### src/rtl/iq_fetch_ctrl.sv
// iq_fetch_ctrl: fetch sequencer for the ID-stage instruction queue.
// Owns the fetch PC and issues aligned 16-byte fetch requests. It tracks
// in-flight requests against free queue slots and discards stale responses
// after a flush or a predicted-taken redirect.
// Optional build macro: FETCH_CTRL_PERF_EN adds the stall-cycle and
// dropped-response saturating counters.
module iq_fetch_ctrl #(
  parameter int          IQ_DEPTH     = 16,
  parameter int          MAX_INFLIGHT = 2,
  parameter logic [31:0] RESET_PC     = 32'hBFC0_0000
) (
  input  logic                         clk,
  input  logic                         rst,
  input  logic                         flush_i,
  input  logic [31:0]                  flush_pc_i,
  output logic                         req_valid_o,
  input  logic                         req_ready_i,
  output logic [31:0]                  req_pc_o,
  input  logic                         rsp_valid_i,
  input  logic [2:0]                   rsp_num_i,
  input  logic                         rsp_redirect_i,
  input  logic [31:0]                  rsp_target_i,
  input  logic [$clog2(IQ_DEPTH):0]    iq_count_i,
  output logic                         iq_wr_valid_o,
  output logic [2:0]                   iq_wr_num_o,
  output logic [1:0]                   inflight_o,
  output logic [1:0]                   state_o
`ifdef FETCH_CTRL_PERF_EN
  ,
  output logic [31:0]                  perf_stall_cyc_o,
  output logic [31:0]                  perf_drop_rsp_o
`endif
);

  localparam logic [1:0] ST_RUN   = 2'd0;
  localparam logic [1:0] ST_STALL = 2'd1;
  localparam logic [1:0] ST_DRAIN = 2'd2;

  // Credit sum width leaves headroom so the sum can never wrap.
  localparam int SW = $clog2(IQ_DEPTH) + 3;

  logic [31:0]   pc_reg, pc_next;
  logic [1:0]    state_reg, state_next;
  logic [1:0]    inflight_reg, inflight_next;
  logic [1:0]    drop_cnt_reg, drop_next;
  logic [SW-1:0] credit_sum;
  logic          space_ok;
  logic          cap_ok;
  logic          req_fire;
  logic          rsp_drop;
  logic          redirect;
  logic [31:0]   pc_seq;

  // Credit check: always reserve a full 4 slots per outstanding request.
  always_comb begin
    credit_sum = SW'(iq_count_i) + SW'({inflight_reg, 2'b00}) + SW'(4);
    space_ok   = (credit_sum <= SW'(IQ_DEPTH));
    cap_ok     = (inflight_reg < 2'(MAX_INFLIGHT));
  end

  // Request, queue-write and event decode; everything is gated while in reset.
  always_comb begin
    req_valid_o   = rst && (state_reg == ST_RUN) && space_ok && cap_ok && !flush_i;
    req_pc_o      = pc_reg;
    req_fire      = req_valid_o && req_ready_i;
    rsp_drop      = rsp_valid_i && (drop_cnt_reg != 2'd0);
    iq_wr_valid_o = rst && rsp_valid_i && (drop_cnt_reg == 2'd0) && !flush_i;
    iq_wr_num_o   = iq_wr_valid_o ? rsp_num_i : 3'd0;
    redirect      = iq_wr_valid_o && rsp_redirect_i;
    pc_seq        = {pc_reg[31:4] + 28'd1, 4'b0000};
    inflight_next = inflight_reg + {1'b0, req_fire} - {1'b0, rsp_valid_i};
  end

  // Next PC, drop count and FSM state; flush outranks redirect, which outranks sequential flow.
  always_comb begin
    pc_next    = pc_reg;
    state_next = state_reg;
    drop_next  = drop_cnt_reg;
    if (rsp_drop) drop_next = drop_cnt_reg - 2'd1;
    if (req_fire) pc_next = pc_seq;
    case (state_reg)
      ST_RUN:   if (!space_ok) state_next = ST_STALL;
      ST_STALL: if (space_ok) state_next = ST_RUN;
      ST_DRAIN: if (drop_next == 2'd0) state_next = ST_RUN;
      default:  state_next = ST_RUN;
    endcase
    if (flush_i) begin
      pc_next    = flush_pc_i;
      drop_next  = inflight_next;
      state_next = (inflight_next != 2'd0) ? ST_DRAIN : ST_RUN;
    end else if (redirect) begin
      pc_next    = rsp_target_i;
      drop_next  = inflight_next;
      state_next = (inflight_next != 2'd0) ? ST_DRAIN : ST_RUN;
    end
  end

  // State registers; reset abandons any outstanding requests outright.
  always_ff @(posedge clk) begin
    if (!rst) begin
      pc_reg       <= RESET_PC;
      state_reg    <= ST_RUN;
      inflight_reg <= 2'd0;
      drop_cnt_reg <= 2'd0;
    end else begin
      pc_reg       <= pc_next;
      state_reg    <= state_next;
      inflight_reg <= inflight_next;
      drop_cnt_reg <= drop_next;
    end
  end

  assign inflight_o = inflight_reg;
  assign state_o    = state_reg;

`ifdef FETCH_CTRL_PERF_EN
  logic [31:0] stall_cyc_reg;
  logic [31:0] drop_rsp_reg;

  // Saturating counters for STALL cycles and discarded responses.
  always_ff @(posedge clk) begin
    if (!rst) begin
      stall_cyc_reg <= 32'd0;
      drop_rsp_reg  <= 32'd0;
    end else begin
      if ((state_reg == ST_STALL) && (stall_cyc_reg != 32'hFFFF_FFFF))
        stall_cyc_reg <= stall_cyc_reg + 32'd1;
      if (rsp_drop && (drop_rsp_reg != 32'hFFFF_FFFF))
        drop_rsp_reg <= drop_rsp_reg + 32'd1;
    end
  end

  assign perf_stall_cyc_o = stall_cyc_reg;
  assign perf_drop_rsp_o  = drop_rsp_reg;
`endif

endmodule

### config.mk
export PLATFORM = sky130hd
export DESIGN_NAME = iq_fetch_ctrl
export DESIGN_NICKNAME = d
export VERILOG_FILES = /design/src/rtl/iq_fetch_ctrl.sv
export SDC_FILE = /design/constraint.sdc
export NUM_CORES = 1
export LEC_CHECK = 0
export CELL_PAD_IN_SITES_DETAIL_PLACEMENT = 1
export CELL_PAD_IN_SITES_GLOBAL_PLACEMENT = 2
export CORE_MARGIN = 3
export CORE_UTILIZATION = 23
export DETAILED_ROUTE_END_ITERATION = 16
export GPL_ROUTABILITY_DRIVEN = 0
export HOLD_SLACK_MARGIN = 0.08
export PLACE_DENSITY = 0.9
export SLEW_MARGIN = 10
export SYNTH_ARGS = -nofsm -noshare
export SYNTH_HDL_FRONTEND = slang
export SYNTH_SLANG_ARGS = --single-unit
### constraint.sdc
create_clock -name clk -period 4.3 [get_ports clk]
set_input_delay 0.43 -clock clk [delete_from_list [all_inputs] [get_ports clk]]
set_output_delay 0.43 -clock clk [all_outputs]
set_load 0.005 [all_outputs]
==> metrics.md, run 1 <==
| Metric | Value |
|---|---|
| Yosys reg bits | `38` |
| H-Tree Depth | `2` |
| IO Count | `about 120` |
| Slew HR | `between 30 and 40%` |
| CTS resizes | `0` |
| Synth Cell Area | `between 2000 and 3000 um^2` |
| CP bufs+invs | `2` |
| Total chip power | `0.001213 W` |
| DP Cell Count | `just under 600` |
| DP HPWL | `between 8000 and 9000 um` |
| Cts hold-fix bufs | `0` |
| Vias in the first global route | `between 3000 and 4000` |
| Setup Skew | `roughly 0.0039 ns` |
| DRT Pass-1 Iters | `4` |
| Hold Path Class | `flip-flop to flip-flop` |
| Final Instance Area | `approximately 4200 um^2` |
| Fin nets | `around 550` |
| Critical-path cell list | `clkdlybuf4s50_1 -> ha_1 -> ha_1 -> or4b_4 -> a2111oi_4 -> nand2_1 -> ha_1 -> inv_1 -> ha_1 -> xor2_1 -> xnor2_1 -> a221oi_1` |
| Post-synthesis area per instance | `between 7 and 8 um^2` |
| FP Rows | `39` |
| Most frequent CP cell | `ha_1` |
| Worst ir drop on vdd | `0.1471 mV` |
| Post-synth top area share | `between 20 and 30%` |
| CP max-delay cell | `or4b_4` |
| Worst-path fanout max | `3` |
| Finish-stage setup viols | `0` |
| Initial antenna violation count | `0` |
| Status | `complete, no violations` |
| DIE WIDTH | `~110 um` |
| Final Max Slew Viols | `0` |
| Layout Cells excl Fill | `around 600` |
| Drt total wl | `about 12000 um` |
| Post-layout util | `between 30 and 40%` |
| # diodes | `0` |
| Clock Latency Late Sink | `0.28 ns` |
| Worst-Margin Slew | `0.9980 ns` |
| CP Launch Type | `input pin` |
| Register-to-register setup slack | `1.05 ns` |
| Number of flip-flops in the largest register | `32` |
| Cells after Synth | `347` |
| Die area | `around 13000 um^2` |
| First-pass GRT wire length | `18840 um` |
| Req. time, crit path | `4.48 ns` |
| Post-CTS setup buffers | `0` |
| Post-synth net total | `approximately 430` |
| F_max | `between 0.2 and 0.3 GHz` |
| Fin. Hold Viols | `0` |
| Initial detailed-routing violation count | `200` |
| CTS Buf Count | `5` |
| P per Cell Area | `289.5 nW/um^2` |
| Post-synth top cells | `nand2_1, dfxtp_1, nor2_1` |
| Post-synth EDFFs | `0` |
| Synth top area cells | `dfxtp_1, nand2_1, nor2_1` |
| Largest net degree at the start of global routing | `42` |
| Root Buffer | `clkbuf_16` |
| Pleak | `1.526 nW` |
| CP arrival | `approximately 3.6 ns` |
| Post-route setup TNS | `0 ns` |
| Antenna-violating nets left | `0` |
| RSZ-0062 raised after global routing | `no` |
| Area grow syn2layout | `53.76%` |
| DR DRC count | `0` |
| Area after DPL | `about 4100 um^2` |
| DR vias | `between 3000 and 4000` |
| Clk sink count | `38` |
| GRT overflow | `0` |
| Top-count cell post-synth | `nand2_1` |
| Ys flop type | `dfxtp_1` |
| Die H | `114.9 um` |
| CTS tree | `built` |
| Netlist cell types | `65` |
| Fill cells | `1400` |
| Starting density of the core | `roughly a quarter` |
| Core area | `11520 um^2` |
| Max-Cap Viols | `0` |
| I/O Buffers | `118` |
| Nature of the critical path endpoint | `flip-flop` |
| CP max stage delay | `roughly 0.56 ns` |
| Min cycle time layout | `3.430 ns` |
| CTS clock-pin slew for the worst setup and hold paths | `approximately 0.060 ns` |
| Clock buffer depth | `2` |
| Layout cells sized above 1 | `7.826%` |
| Sequential element share of the synthesized area | `around 28%` |
| Biggest area consumer among synthesized cells | `dfxtp_1` |
| Async SR Flop Fraction | `0%` |
| Final Cycle Share | `about four fifths` |
| Synth warnings | `0` |
| Gr usage total | `between 10% and 20%` |
| Via density | `approximately 5.4` |
| Setup CP Type | `input pin to flip-flop` |
| Crit-path leading delay family | `adder cells` |
| Drt wl/cell | `slightly below 20 um` |
-- report_power, final --
part	switching, W	internal, W	total, W
Combinational	0.000183	0.000228	0.000411
Clock	0.000146	0.000213	0.000359
Sequential	0.0000538	0.000390	0.000444
Total	0.000383	0.000830	0.00121
-- cells by family (layout without fill, tap and decap cells) --
logic type | count (synthesis) | after routing | share of synthesized area [%]
and+or+nand+nor | 146 | 146 | 27.00
adders and majority gates | 8 | 8 | 3.948
DFF | 38 | 38 | 27.92
muxes | 1 | 1 | 0.4132
xor gates and xnor gates | 14 | 14 | 4.499
buffers and inverters | 37 | 150 | 6.106
AOI/OAI and AO/OA | 103 | 103 | 30.12
-- layout make-up --
type	instances	area, um^2	share of cell area [%]
inverter	15	56.30	1.344
clock buffer	7	132.6	3.165
sequential	38	760.7	18.15
timing repair buffer	128	1264	30.16
multi-input combinational	272	1798	42.91
tap	143	178.9	4.270
-- per-layer routing --
layer / vias up / GRT usage, % / part of all wire (%)
li1: 1534 / - / -
met1: 1612 / 24.11 / 44
met2: 107 / 29.05 / 48
met3: 14 / 2.947 / 6.4
met4: 0 / 5.086 / 1.7
met5: - / 0 / 0
-- worst reg2reg max path: stages (launching register included) --
cell,delay [ns]
dfxtp_1,0.41
ha_1,0.27
ha_1,0.30
or4b_4,0.56
a2111oi_4,0.40
nand2_1,0.13
ha_1,0.29
inv_1,0.04
ha_1,0.18
xor2_1,0.15
xnor2_1,0.16
a221oi_1,0.26
-- metrics by stage --
step	hold slack [ns]	setup slack (ns)
2_1_floorplan	0.4730	1.044
3_3_place_gp	0.4807	0.7106
3_5_place_dp	0.4927	0.5649
4_1_cts	0.5084	0.8535
5_1_grt	0.5261	0.6706
6_report	0.4999	0.8696
-- cell usage in the layout, fill, tap and decap left out, types with 5 or more instances in the layout --
| cell | n |
|---|---|
| a221o_1 | 5 |
| nand2_1 | 41 |
| and2_1 | 6 |
| nor4_1 | 5 |
| ha_1 | 7 |
| o21ai_0 | 14 |
| nor2_1 | 37 |
| a211oi_1 | 9 |
| nand3_1 | 9 |
| clkdlybuf4s50_1 | 117 |
| a221oi_1 | 5 |
| a21oi_1 | 16 |
| nor3_1 | 11 |
| clkbuf_16 | 5 |
| and3_1 | 8 |
| buf_4 | 9 |
| o221a_2 | 5 |
| inv_1 | 15 |
| dfxtp_1 | 38 |
| xnor2_1 | 10 |
| nand4_1 | 8 |
-- path summary, 6_finish.rpt --
check,startpoint,to,cells after the start
worst max-delay path,iq_count_i[3],state_o[1]$_SDFFE_PN0P_,12
worst min-delay path,req_pc_o[1]$_SDFFE_PN0P_,req_pc_o[1]$_SDFFE_PN0P_,2
worst max register to register,inflight_o[1]$_SDFF_PN0_,state_o[1]$_SDFFE_PN0P_,11
worst min register to register,req_pc_o[1]$_SDFFE_PN0P_,req_pc_o[1]$_SDFFE_PN0P_,2
Note: power is estimated with default switching activity, not from simulation.
==> run 2, diff against run 1 <==
CORE_UTILIZATION = 21   (was 23)
PLACE_DENSITY = 0.87   (was 0.9)
clock period = 2.8 ns   (was 4.3 ns; I/O delays follow)
==> metrics.md, run 2 (synthesis gave the netlist of run 1 again) <==
| Metric | Value |
|---|---|
| Commonest non-fill, non-tap cell in the layout | `clkdlybuf4s50_1` |
| Max-Cap Viols | `0` |
| Sw Share | `32.11%` |
| Setup Skew | `between 0.009 and 0.01 ns` |
| Worst-Margin Slew | `0.4546 ns` |
| Register-to-register setup slack | `-0.19 ns` |
| RSZ-0062 raised after global routing | `yes` |
| CP max stage delay | `0.50 ns` |
| Hold Path Class | `flip-flop to flip-flop` |
| Sw Pwr | `~0.00065 W` |
| Req. time, crit path | `roughly 3.0 ns` |
| Largest net degree at the start of global routing | `34` |
| GRT overflow | `0` |
| Fin Hold WS | `approximately 0.5 ns` |
| DR DRC count | `0` |
| Vias in the first global route | `3644` |
| CP max-delay cell | `or4b_4` |
| Setup CP Type | `flip-flop to flip-flop` |
| Drt wl/cell | `about 19 um` |
| Failing checks | `negative setup slack` |
| F_max | `0.3345 GHz` |
| Clock Latency Late Sink | `0.29 ns` |
| CP arrival | `around 3.2 ns` |
| Clock buffer depth | `2` |
| DP HPWL | `9597 um` |
| Finish-stage setup viols | `4` |
| Area after DPL | `4262 um^2` |
| Cell Int Power | `0.001372 W` |
| Area grow syn2layout | `65.93%` |
| I/O Buffers | `around 120` |
| Comb pwr share | `between 30% and 40%` |
| Pleak | `between 1.5 and 2 nW` |
| IO Count | `approximately 120` |
| Initial antenna violation count | `0` |
| Final Max Slew Viols | `0` |
| Root Buffer | `clkbuf_16` |
| Gr usage total | `between 15 and 20%` |
| Cts hold-fix bufs | `0` |
| Reg power frac | `between 30% and 40%` |
| Final Instance Area | `4522 um^2` |
| Number of flip-flops in the largest register | `32` |
| Antenna-violating nets left | `0` |
| Worst ir drop on vdd | `0.2467 mV` |
| H-Tree Depth | `2` |
| Fin. Hold Viols | `0` |
| P per Cell Area | `roughly 450 nW/um^2` |
| Most frequent cells in the layout | `clkdlybuf4s50_1, nand2_1, nor2_1, dfxtp_1, buf_4` |
| Status | `complete, but fails checks` |
| # diodes | `0` |
| DRT Pass-1 Iters | `4` |
| Die H | `119.9 um` |
| Final WS setup | `-0.1898 ns` |
| FP Rows | `40` |
| Min cycle time layout | `2.990 ns` |
| DR vias | `~3400` |
| Core area | `about 12000 um^2` |
| Worst-path fanout max | `3` |
| Post-layout util | `a little over a third` |
| Slew HR | `approximately 69%` |
| DIE WIDTH | `about 120 um` |
| Most frequent CP cell | `ha_4` |
| CP Launch Type | `flip-flop` |
| Drt total wl | `around 13000 um` |
| DP Cell Count | `641` |
| Critical-path cell list | `ha_4 -> ha_4 -> or4b_4 -> a2111oi_4 -> nand2_1 -> ha_1 -> inv_2 -> ha_4 -> xor2_4 -> xnor2_2 -> a221oi_2` |
| CTS clock-pin slew for the worst setup and hold paths | `approximately 0.06 ns` |
| DP Worst Slack | `-0.5867 ns` |
| CTS tree | `built` |
| Die area | `around 14000 um^2` |
| CTS Buf Count | `5` |
| Final Cycle Share | `106.8%` |
| Clk sink count | `38` |
| Part of the power in the clock network | `between 20% and 30%` |
| Starting density of the core | `between 20 and 25%` |
| Layout Cells excl Fill | `approximately 650` |
| Via density | `roughly 5.2` |
| Initial detailed-routing violation count | `between 200 and 250` |
| Layout cells sized above 1 | `between 10% and 20%` |
| First-pass GRT wire length | `19880 um` |
| Nature of the critical path endpoint | `flip-flop` |
| Fin nets | `570` |
-- run 2: through the flow --
stage / setup TNS (ns) / power [W]
after global placement: -7.858 / 0.001351
after detailed placement: -11.03 / 0.001382
after global routing: -0.9952 / 0.002127
final: -0.5478 / 0.002020
after floorplan: -0.4449 / 0.001002
after CTS: -0.6373 / 0.002002
-- run 2: metal layers --
| layer | GRT usage, % | wire, um | up-vias | share of wire, % |
|---|---|---|---|---|
| met4 | 5.727 | 227 | 0 | 1.8 |
| li1 | - | - | 1584 | - |
| met1 | 22.16 | 5462 | 1644 | 43 |
| met5 | 0 | 0 | - | 0 |
| met3 | 3.016 | 849 | 19 | 6.7 |
| met2 | 29.40 | 6163 | 126 | 49 |
-- run 2: layout make-up --
| cell class | instances | area, um^2 |
|---|---|---|
| clock buffer | 7 | 142.6 |
| clock inverter | 1 | 5.005 |
| fill | 1483 | 7840 |
| inverter | 15 | 56.30 |
| multi-input combinational | 272 | 1898 |
| sequential | 38 | 765.7 |
| tap | 168 | 210.2 |
| timing repair buffer | 152 | 1444 |
-- run 2: final timing paths --
kind / startpoint / end / cells after the start
setup / recovery: inflight_o[1]$_SDFF_PN0_ / state_o[1]$_SDFFE_PN0P_ / 11
hold / removal: state_o[1]$_SDFFE_PN0P_ / state_o[0]$_SDFFE_PN0P_ / 1
setup reg to reg: inflight_o[1]$_SDFF_PN0_ / state_o[1]$_SDFFE_PN0P_ / 11
hold reg to reg: state_o[1]$_SDFFE_PN0P_ / state_o[0]$_SDFFE_PN0P_ / 1
-- run 2: power by group through the flow --
stage	registers (W)	clock network [W]	logic (W)
finish	0.000680	0.000598	0.000743
global route	0.000690	0.000628	0.000808
CTS	0.000679	0.000612	0.000711
detailed placement	0.000690	0	0.000692
global placement	0.000686	0	0.000665
floorplan	0.000678	0	0.000324
-- run 2: timing repair --
action,in CTS,in global routing
gates resized for setup,10,10
setup buffers,2,2
endpoints found under the setup margin,18,24
cloned,0,0
pin swaps,9,7
-- run 2: critical path: cells and delay by family, from the launching register on --
| family | cells | cell delay [ns] |
|---|---|---|
| fa+ha+maj | 4 | 0.92 |
| xor+xnor | 2 | 0.34 |
| flops | 1 | 0.36 |
| buf+inv | 1 | 0.04 |
| simple gates | 2 | 0.64 |
| compound gates | 2 | 0.59 |
==> run 3, diff against run 2 <==
CTS_CLUSTER_DIAMETER = 30   (was default)
TNS_END_PERCENT = 100   (was default)
==> results of run 3 <==
The final DEF is identical to that of run 2; final timing and power are the same.
==> RTL edit 1: new RTL, settings of run 2 <==
Set the parameter `IQ_DEPTH` to 32 (it was 16).
--- a/src/rtl/iq_fetch_ctrl.sv
+++ b/src/rtl/iq_fetch_ctrl.sv
@@ -5,7 +5,7 @@
 // Optional build macro: FETCH_CTRL_PERF_EN adds the stall-cycle and
 // dropped-response saturating counters.
 module iq_fetch_ctrl #(
-  parameter int          IQ_DEPTH     = 16,
+  parameter int          IQ_DEPTH     = 32,
   parameter int          MAX_INFLIGHT = 2,
   parameter logic [31:0] RESET_PC     = 32'hBFC0_0000
 ) (
Ports: changed (resized iq_count_i); port bits go from 119 to 120. No check against the original RTL was run, so the function may have changed too.
==> RTL edit 1 against run 2 <==
  * The run still ends with negative setup slack left
  * Worst setup slack better by 0.037 ns
  * Design area down 1.4%
  * Global-route usage down 0.85 points
  * Power down 1.0%
  * Count of clock-buffer cells in the layout down 1
  * Clock power up 22%
  * Sequential cell count unchanged
  * Area after synthesis down 1.7%
  * Sequential power down 4.1%
  * Core utilization down 0.21 points
  * Die area down 1.6%
  * Wire length down 5.8%
  * Non-clock buffer count down 11
  * Critical endpoint unchanged
==> RTL edit 1: results (changes against run 2) <==
outcome: "complete, but fails checks"
violations: "negative setup slack"
setup_viol: 3  # -1
wl_met3_um: 711  # -16%
wl_per_cell_um: 18.55  # -4.7%
wl_met2_um: 5851  # -5.1%
wl_met1_um: 5261  # -3.7%
grt_pass1_vias: 3565  # -2.2%
p_sw_share_pct: 29.25  # -2.9 points
dp_hpwl_um: 8786  # -8.5%
viasPerCell: 5.122  # -0.83%
clkSlewWorstSetupHoldPaths_ns: 0.06  # about the same
synth_common_cells: "dfxtp_1, nor2_1, nand2_1"
worstHoldPathType: "primary input to flip-flop"
synth.distinct_cells: 56  # -14%
worst_slew_pin_slew_ns: 1.103  # +0.6489 ns
port_buffers: 119  # +0.85%
drt_pre_antenna_iters: 5  # +1
clock_path_buffers: 2  # unchanged
synth_area_leaders: "dfxtp_1, nor2_1, a211oi_1"
dpl-instance-area_sq_mm: 0.004212  # -1.2%
synth_top_area_share_pct: 28.38  # +0.47 points
r2r_start: "inflight_o[1]$_SDFF_PN0_"
postSynthCellCount: 352  # +1.4%
setup_ws_ns: -0.1526  # +0.03712 ns
cellLeakagePower_uw: 0.001621  # -2.6%
final_nets: 564  # -1.1%
largest_reg_flops: 32  # unchanged
fill_cells: 1456  # -1.8%
drive_above_1_share_pct: 12.58  # -3.7 points
fin_skew_ns: 0.01231  # +0.002549 ns
drt_iter0_markers: 135  # -37%
vias: 3304  # -2.0%
worstPathArrival_ns: 3.15  # -0.04 ns
grt_max_degree: 31  # -8.8%
reg2reg_depth: 14  # +3
syn_nets: 440  # +1.6%
## RTL edit 1: worst min path at each step
stage	from	end	slack [ns]	cells past startpoint
2_1_floorplan	flush_pc_i[23]	req_pc_o[23]$_SDFFE_PN1P_	0.42	2
3_3_place_gp	req_pc_o[3]$_SDFFE_PN0P_	req_pc_o[3]$_SDFFE_PN0P_	0.49	2
3_5_place_dp	req_pc_o[3]$_SDFFE_PN0P_	req_pc_o[3]$_SDFFE_PN0P_	0.50	2
4_1_cts	flush_i	state_o[0]$_SDFFE_PN0P_	0.39	3
5_1_grt	flush_i	state_o[0]$_SDFFE_PN0P_	0.43	3
6_report	flush_i	state_o[0]$_SDFFE_PN0P_	0.40	3
## RTL edit 1: per-layer routing
metal,vias to the layer above,GRT usage [%]
li1,1572,-
met1,1618,20.14
met2,104,29.38
met3,10,3.466
met4,0,4.055
met5,-,0
## RTL edit 1: final cells by class
cell class / count / area [sq um] / share of cell area, %
Tap cell: 168 / 210.2 / 4.714
Timing Repair Buffer: 141 / 1385 / 31.06
Clock inverter: 2 / 38.79 / 0.8698
Inverter: 14 / 55.05 / 1.235
Multi-Input combinational cell: 276 / 1852 / 41.53
Sequential cell: 38 / 768.2 / 17.23
Clock buffer: 6 / 150.1 / 3.367
## RTL edit 1: repair_timing
item / CTS / global route
pin swaps: 7 / 2
gates resized for setup: 7 / 6
setup buffers: 1 / 1
endpoints found under the setup margin: 26 / 4
## RTL edit 1: power groups by stage
stage	registers, uW	clock network [uW]	logic, uW
global placement	660	0	563
global route	662	768	678
floorplan	655	0	261
finish	652	731	617
CTS	651	743	609
detailed placement	662	0	588
## RTL edit 1: metrics by stage
stage	total power, uW	TNS, ns
finish	1999	-0.3450
global route	2108	-1.199
CTS	2003	-0.4221
detailed placement	1250	-12.56
global placement	1222	-9.921
floorplan	916.2	-0.3727
## RTL edit 1: cell families (layout without fill, tap and decap cells)
logic type	after synthesis	count (layout)	share of synthesized area [%]
adders and majority gates	9	9	4.482
DFF	38	38	28.38
buffers and inverters	38	163	6.816
muxes	1	1	0.3735
xor gates and xnor gates	16	16	5.229
and+or+nand+nor	147	147	28.06
AOI/OAI and AO/OA	103	103	26.66
## RTL edit 1: worst max-delay path, cell delays in order (launching register included)
cell      delay (ns)
dfxtp_4         0.35
ha_4            0.22
ha_4            0.16
fa_1            0.47
nor4_2          0.16
a22o_1          0.20
and3_4          0.20
inv_4           0.04
ha_4            0.25
inv_2           0.04
ha_4            0.15
xor2_2          0.15
xnor2_2         0.15
buf_4           0.15
a221oi_2        0.20
==> RTL edit 2: new RTL, settings of run 2 <==
Without the edit above. Add an input register stage for `rsp_target_i`, without a reset; this delays it by one clock. The other inputs are not delayed to match.
--- a/src/rtl/iq_fetch_ctrl.sv
+++ b/src/rtl/iq_fetch_ctrl.sv
@@ -38,6 +38,12 @@
 
   // Credit sum width leaves headroom so the sum can never wrap.
   localparam int SW = $clog2(IQ_DEPTH) + 3;
+
+  logic [31:0] rsp_target_q;
+
+  always_ff @(posedge clk) begin
+    rsp_target_q <= rsp_target_i;
+  end
 
   logic [31:0]   pc_reg, pc_next;
   logic [1:0]    state_reg, state_next;
@@ -89,7 +95,7 @@
       drop_next  = inflight_next;
       state_next = (inflight_next != 2'd0) ? ST_DRAIN : ST_RUN;
     end else if (redirect) begin
-      pc_next    = rsp_target_i;
+      pc_next    = rsp_target_q;
       drop_next  = inflight_next;
       state_next = (inflight_next != 2'd0) ? ST_DRAIN : ST_RUN;
     end
Behaviour: not the same (Yosys sat finds a counterexample within 4 cycles, from zero or initial values and one cycle with rst low).
==> RTL edit 2 against run 2 <==
  * The run still ends with negative setup slack left
  * Sequential power increased by 72%
  * Hold slack got worse by 0.12 ns
  * Area after synthesis increased by 22%
  * Worst setup slack improved by 0.062 ns
  * Die area increased by 21%
  * Sequential cell count increased by 32
  * Design area increased by 20%
  * Wire length increased by 9.2%
  * Power increased by 47%
  * Largest power group is now sequential cells
  * Highest routed layer unchanged
==> RTL edit 2: results (changes against run 2) <==
outcome: "complete, but fails checks"
violations: "negative setup slack"
cellLeakagePower_uw: 0.001927  # +16%
worstPathArrival_ns: 3.18  # about the same
grtUsageMet1_pct: 19.57  # -2.6 points
slowest_delay_ns: 0.53  # +0.03 ns
synth_area_leaders: "dfxtp_1, nand2_1, a21oi_1"
wirelength_um: 13870  # +9.2%
grt_pass1_wl_um: 21740  # +9.3%
grt_pass1_vias: 4002  # +9.8%
cts_buffers: 9  # +4
peakVddDrop_mv: 0.2928  # +19%
use_met2_pct: 25.83  # -3.6 points
wl_per_cell_um: 18.85  # -3.1%
setup_ws_ns: -0.1275  # +0.06223 ns
final_nets: 607  # +6.5%
grt_max_degree: 47  # +38%
ys_seq_area_share_pct: 42.07  # +14 points
dp_cells: 715  # +12%
drive_above_1_share_pct: 13.90  # -2.4 points
fill_cells: 1754  # +18%
fin_tns_setup_ns: -0.2902  # +0.2576 ns
dp_worst_setup_slack_ns: -0.5677  # +0.01894 ns
syn_nets: 472  # +9.0%
viasPerCell: 4.923  # -4.7%
setup_viol: 3  # -1
fin_skew_ns: 0.006389  # -0.003369 ns
synth.distinct_cells: 58  # -11%
port_buffers: 118  # unchanged
h-tree-depth: 3  # +1
antenna_found_initial: 0  # unchanged
maxSlewHeadroom_pct: 65.63  # -3.8 points
insertion_delay_ns: 0.34  # +0.05 ns
synthArstFlopShare_pct: 0  # unchanged
drt_iter0_markers: 218  # +1.4%
synth_common_cells: "dfxtp_1, nand2_1, nor2_1"
grt_use_total_pct: 15.69  # -1.6 points
dp_hpwl_um: 10020  # +4.4%
worstHoldPathType: "primary input to flip-flop"
postSynthCellCount: 386  # +11%
yosys_warnings: 0  # unchanged
drt_pre_antenna_iters: 4  # unchanged
use_met3_pct: 4.504  # +1.5 points
[RTL edit 2: cell count changes after synthesis, sizes merged, moves of 5 or more]
cell    before  now
o22ai        2    7
clkbuf      14   21
a21oi       16   22
nand3        9   17
o21ai       16   21
dfxtp       38   70
nand2       41   34
nor2        38   26
[RTL edit 2: cells by family after synthesis]
logic type,count (synthesis),synth area share [%]
flops,70,42.07
compound gates,109,23.67
xor+xnor,16,4.208
buf+inv,42,4.921
simple gates,140,21.56
mux,1,0.3381
fa+ha+maj,8,3.231
[RTL edit 2: final timing paths]
| check | slack, ns | end | cells after the start | startpoint |
|---|---|---|---|---|
| hold reg to reg | 0.50 | req_pc_o[18]$_SDFFE_PN0P_ | 2 | rsp_target_q[18]$_DFF_P_ |
| hold / removal | 0.38 | rsp_target_q[5]$_DFF_P_ | 1 | rsp_target_i[5] |
| setup reg to reg | -0.13 | state_o[1]$_SDFFE_PN0P_ | 13 | inflight_o[0]$_SDFF_PN0_ |
| setup / recovery | -0.13 | state_o[1]$_SDFFE_PN0P_ | 13 | inflight_o[0]$_SDFF_PN0_ |
[RTL edit 2: cell type report]
cell class                      instances  area share, %
Clock buffer                           14          4.873
Clock inverter                          1        0.09238
Inverter                               16          1.109
Multi-Input combinational cell        274          35.75
Sequential cell                        70          25.96
Tap cell                              211          4.873
Timing Repair Buffer                  150          27.34
[RTL edit 2: critical path: cells and delay by family, from the launching register on]
family	cells	cell delay (ns)
simple gates	2	0.69
flops	1	0.32
buf+inv	3	0.14
compound gates	2	0.53
xor+xnor	2	0.30
fa+ha+maj	4	0.86
[RTL edit 2: metrics by stage]
step	total power, uW	instance area [sq um]
2_1_floorplan	1461	3369
3_3_place_gp	1809	4926
3_5_place_dp	1837	4926
4_1_cts	2942	5260
5_1_grt	3106	5418
6_report	2961	5418
[RTL edit 2: timing repair]
item | CTS | global route
setup buffers | 1 | 5
endpoints found under the setup margin | 12 | 32
pin swaps | 11 | 12
cloned | 0 | 1
gates resized for setup | 14 | 20
[RTL edit 2: where the power goes]
group          internal (uW)  switching, uW
Clock                    642            419
Sequential              1080           88.6
Combinational            408            324
[RTL edit 2: layer usage]
metal / up-vias / part of all wire (%)
met2: 117 / 47
met5: - / 0
met4: 0 / 2.8
li1: 1715 / -
met1: 1768 / 44
met3: 23 / 5.7
